===== src/rtl/wb_stage_p.sv =====
// Registered write-back stage: decodes retired instructions into one-cycle rf/mem/pc strobes,
// with a sticky halt latch and branch-shadow squash. Optional retired counter: WB_RETIRE_CNT_EN.
module wb_stage_p #(
   parameter int DATA_W    = 8,
   parameter int RF_AW     = 3,
   parameter int MEM_AW    = 4,
   parameter int PC_W      = 6,
   parameter int BR_SHADOW = 0
) (
   input  logic                  clk,
   input  logic                  rst,
   input  logic                  in_valid,
   output logic                  in_ready,
   input  logic [4:0]            opcode,
   input  logic                  am,
   input  logic [RF_AW-1:0]      rd,
   input  logic [MEM_AW-1:0]     mem_addr,
   input  logic [PC_W-1:0]       target,
   input  logic [2*DATA_W-1:0]   alu_out,
   input  logic                  zero_flag,
   input  logic                  carry_flag,
   input  logic                  aux_flag,
   input  logic                  parity_flag,
   output logic                  rf_we,
   output logic                  rf_wide,
   output logic [RF_AW-1:0]      rf_waddr,
   output logic [2*DATA_W-1:0]   rf_wdata,
   output logic                  mem_we,
   output logic [MEM_AW-1:0]     mem_waddr,
   output logic [DATA_W-1:0]     mem_wdata,
   output logic                  pc_load,
   output logic [PC_W-1:0]       pc_target,
   output logic                  halted
`ifdef WB_RETIRE_CNT_EN
   ,output logic [15:0]          retired
`endif
);

   localparam logic [4:0] OP_MOVE = 5'b00000, OP_ADD  = 5'b00001, OP_SUB  = 5'b00010,
                          OP_MUL  = 5'b00011, OP_DIV  = 5'b00100, OP_INC  = 5'b00101,
                          OP_DEC  = 5'b00110, OP_AND  = 5'b00111, OP_OR   = 5'b01000,
                          OP_NOT  = 5'b01001, OP_XOR  = 5'b01010, OP_LOAD = 5'b01011,
                          OP_STORE= 5'b01100, OP_JUMP = 5'b01101, OP_BEQZ = 5'b01110,
                          OP_ASHL = 5'b10000, OP_ASHR = 5'b10001, OP_LSHL = 5'b10010,
                          OP_LSHR = 5'b10011, OP_ROTL = 5'b10100, OP_ROTR = 5'b10101,
                          OP_BC   = 5'b10110, OP_BAUX = 5'b10111, OP_BPAR = 5'b11000,
                          OP_CMP  = 5'b11001, OP_HALT = 5'b11111;

   localparam logic [1:0] SHADOW_INIT = 2'(BR_SHADOW);

   logic [1:0] shadow_cnt;
   logic       accept;
   logic       squash;
   logic       live;
   logic       nxt_rf_we;
   logic       nxt_rf_wide;
   logic       nxt_mem_we;
   logic       nxt_pc_load;
   logic       nxt_halt;

   assign in_ready = !halted;
   assign accept   = in_valid && in_ready;
   assign squash   = (shadow_cnt != 2'd0);
   assign live     = accept && !squash;

   always_comb begin
      nxt_rf_we   = 1'b0;
      nxt_rf_wide = 1'b0;
      nxt_mem_we  = 1'b0;
      nxt_pc_load = 1'b0;
      nxt_halt    = 1'b0;
      if (live) begin
         unique case (opcode)
            OP_MOVE, OP_ADD, OP_SUB, OP_AND, OP_OR, OP_XOR, OP_CMP, OP_LOAD:
               nxt_rf_we = 1'b1;
            OP_MUL, OP_DIV: begin
               nxt_rf_we   = 1'b1;
               nxt_rf_wide = 1'b1;
            end
            OP_INC, OP_DEC, OP_NOT, OP_ASHL, OP_ASHR, OP_LSHL, OP_LSHR, OP_ROTL, OP_ROTR: begin
               nxt_mem_we = am;
               nxt_rf_we  = !am;
            end
            OP_STORE: nxt_mem_we  = 1'b1;
            OP_JUMP:  nxt_pc_load = 1'b1;
            OP_BEQZ:  nxt_pc_load = zero_flag;
            OP_BC:    nxt_pc_load = carry_flag;
            OP_BAUX:  nxt_pc_load = aux_flag;
            OP_BPAR:  nxt_pc_load = parity_flag;
            OP_HALT:  nxt_halt    = 1'b1;
            default: ;
         endcase
      end
   end

   always_ff @(posedge clk) begin
      if (rst) begin
         rf_we      <= 1'b0;
         rf_wide    <= 1'b0;
         rf_waddr   <= '0;
         rf_wdata   <= '0;
         mem_we     <= 1'b0;
         mem_waddr  <= '0;
         mem_wdata  <= '0;
         pc_load    <= 1'b0;
         pc_target  <= '0;
         halted     <= 1'b0;
         shadow_cnt <= 2'd0;
      end else begin
         rf_we   <= nxt_rf_we;
         rf_wide <= nxt_rf_wide;
         mem_we  <= nxt_mem_we;
         pc_load <= nxt_pc_load;
         // data/address registers only move with their strobe so they hold between writes
         if (nxt_rf_we) begin
            rf_waddr <= rd;
            rf_wdata <= alu_out;
         end
         if (nxt_mem_we) begin
            mem_waddr <= mem_addr;
            mem_wdata <= alu_out[DATA_W-1:0];
         end
         if (nxt_pc_load) pc_target <= target;
         if (nxt_halt) halted <= 1'b1;
         if (nxt_pc_load)
            shadow_cnt <= SHADOW_INIT;
         else if (accept && squash)
            shadow_cnt <= shadow_cnt - 2'd1;
      end
   end

`ifdef WB_RETIRE_CNT_EN
   always_ff @(posedge clk) begin
      if (rst)
         retired <= 16'd0;
      else if (live)
         retired <= retired + 16'd1;
   end
`endif

endmodule


===== config.mk =====
export PLATFORM = sky130hd
export DESIGN_NAME = wb_stage_p
export DESIGN_NICKNAME = d
export VERILOG_FILES = /design/src/rtl/wb_stage_p.sv
export SDC_FILE = /design/constraint.sdc
export NUM_CORES = 1
export LEC_CHECK = 0
export ABC_AREA = 0
export CAP_MARGIN = 10
export CORE_MARGIN = 3
export CORE_UTILIZATION = 40
export DETAILED_ROUTE_END_ITERATION = 6
export GPL_TIMING_DRIVEN = 0
export PLACE_DENSITY = 0.89
export SLEW_MARGIN = 5
export SYNTH_ARGS = -nofsm -noshare
export SYNTH_HDL_FRONTEND = slang
export SYNTH_SLANG_ARGS = --single-unit

===== constraint.sdc =====
create_clock -name clk -period 2 [get_ports clk]
set_input_delay 0.5 -clock clk [delete_from_list [all_inputs] [get_ports clk]]
set_output_delay 0.5 -clock clk [all_outputs]
set_load 0.02 [all_outputs]

==> metrics.txt <==
run status=finished, violations left; failing checks=negative setup slack; fin. max-slew vios=0; reg2reg setup slack=0.19 ns; Tmin final=2.04 ns; TNS Setup=-0.0811 ns; H-tree Lvls=2; largest net degree at the start of global routing=14; vias in the first global route=1710; Leakage=1.21 nW; Synth area leader=dfxtp_1; number of nets with antenna violations after routing=0; predominant post-synthesis flop cell=dfxtp_1; Seq/Total Area, Yosys=0.456; Core Area=4500 um^2; CTS max path bufs=2; worst path cell trace=dlygate4sd2_1 > buf_6 > o21ai_0 > o211ai_1 > a221oi_2 > buf_6 > buf_8 > mux2i_1; setup ws final=-0.0402 ns; post-synth design cell area=1930 um^2; syn_nets=247; WL final=5.21 mm; ANT cells=0; Final Hold Viols=0; synth warn=0; vias per cell=4.96; clk root buf=clkbuf_8; Synth top area share=0.456; FF+latch count, synth=44; slew margin rel.=0.665; Startpoint Class=input port; internal power=1.42 mW; most frequent cells after synthesis=dfxtp_1, nand2_1, mux2i_1; sequential power share=0.480; Num CTS Buffers=5; CP max-delay cell=a221oi_2; CTS sink count=44; first-pass GRT wire length=7.71 mm; most used cell, CP=buf_6; Peak VDD IR=0.436 mV; Area Growth Syn to Fin=58.5%; gp weighted congestion=0.831; placed cell count=339; WL/cell=14.5 um; Mapped Avg Cell Area=9.46 um^2; IO Port Bufs=83; grt total ovfl=0; Post-synth EDFFs=0; CTS clk-pin slew, worst paths=0.09 ns; maxcap violations=0; Switching Fraction=0.279; crit end category=flop; DRC=0; Data arrival, critical path=2.26 ns; initial antenna violation count=0; final setup fails=4; Worst-Skew Late Latency=0.29 ns; synthesized netlist cell count=204; Ports=85; clock power share=0.274; TritonCTS clock tree=built; Crit Path Max Fanout=10; Layout Cells excl Fill=358; Die Ht=75.5 um; pwr dens=642 nW/um^2; async set-reset flop share out of synthesis=0; period utilization=1.02; maximum clock rate=490 MHz; Starting Density=0.429; Final Skew=0.00755 ns; WS Path Type=input port to flop; Final nets=349; Synth area leaders=dfxtp_1, mux2i_1, nand2_1; die area=5700 um^2; Switch Pwr=0.548 mW; HPWL after DPL=3.55 mm; Logic pwr share=0.245; Crit path required time=2.22 ns; DRT Pass-1 Iters=4; layout cells sized above 1=0.124; gr usage total=0.178; worst min path class=flop to flop; Die Width=75.5 um; Via Count=1775; DRT iter0 DRCs=77; worst-margin pin slew=0.503 ns; Design Power=1.96 mW; Max stage delay on crit path=0.36 ns; Place WS=-0.600 ns; fin util=0.679; num rows=24; Post-CTS Hold Buffers=0; Synth cell types=36
[cell families (layout without fill, tap and decap cells)]
| logic type | Yosys count | in the layout | synth area share |
|---|---|---|---|
| AO/OA/AOI/OAI | 13 | 13 | 0.0693 |
| buffers and inverters | 17 | 119 | 0.0531 |
| flip-flops | 44 | 44 | 0.456 |
| AND/OR/NAND/NOR | 89 | 89 | 0.209 |
| XOR/XNOR | 2 | 2 | 0.00907 |
| multiplexers | 38 | 38 | 0.197 |
| adder cells (fa/ha/maj) | 1 | 1 | 0.00648 |
[flip-flops by register name (all words and copies together), names as in the netlist]
register	flops
rf_wdata	16
mem_wdata	8
pc_target	6
mem_waddr	4
rf_waddr	3
shadow_cnt	2
halted	1
mem_we	1
pc_load	1
rf_we	1
rf_wide	1
[layout by cell type, fill, tap and decap left out, drive strengths merged, types with 2 or more instances in the layout]
cell,n
nor3,5
mux2i,38
buf,19
dfxtp,44
clkdlybuf4s50,79
dlygate4sd2,3
inv,4
nor2b,3
nand2b,4
nor3b,2
clkbuf,12
nand3,3
nand2,44
nand3b,2
o21ai,4
nor2,21
[per-stage QoR]
stage	hold slack [ns]	instance area [um^2]
global route	0.483	3060
global placement	0.441	2830
finish	0.460	3060
CTS	0.466	2990
detailed placement	0.452	2830
floorplan	0.484	1930
[worst paths after layout]
kind / startpoint / depth (start not counted) / to
setup reg to reg: shadow_cnt[0]$_SDFFE_PP0P_ / 8 / rf_wdata[1]$_SDFFE_PP0P_
hold reg to reg: rf_wdata[6]$_SDFFE_PP0P_ / 2 / rf_wdata[6]$_SDFFE_PP0P_
setup / recovery: opcode[2] / 8 / rf_wdata[1]$_SDFFE_PP0P_
hold / removal: rf_wdata[6]$_SDFFE_PP0P_ / 2 / rf_wdata[6]$_SDFFE_PP0P_
[power by group through the flow]
stage / Combinational (mW) / Clock, mW / Sequential [mW]
after detailed placement: 0.438 / 0 / 0.964
after floorplan: 0.185 / 0 / 1.01
after CTS: 0.459 / 0.550 / 0.944
final: 0.482 / 0.539 / 0.944
after global placement: 0.433 / 0 / 0.961
after global routing: 0.517 / 0.581 / 0.949
[repair_timing]
item / 4_1_cts / 5_1_grt
gates resized for setup: 15 / 5
setup endpoints to repair: 38 / 24
gates cloned: 1 / 0
pin swaps: 3 / 2
buffers inserted: 5 / 6
[cell type report]
cell class                 count  area [um^2]
multi-input combinational    143          985
fill                         368         1440
tap                           52         65.1
clock buffer                   5         68.8
buffer                        13          101
timing repair buffer          95          932
inverter                       4         15.0
sequential                    44          881
clock inverter                 2         12.5
[worst max-delay path, delay by kind of cell]
kind	cells	cell delay (ns)
compound gates	3	0.84
buf+inv	4	0.70
mux	1	0.22
[routing by layer]
metal	GRT usage	wire length, um	vias up
met4	0.0524	52	0
met5	0	0	-
met2	0.287	2590	69
met3	0.0831	478	6
met1	0.211	2080	813
li1	-	-	887
(Power assumes the default switching activity.)
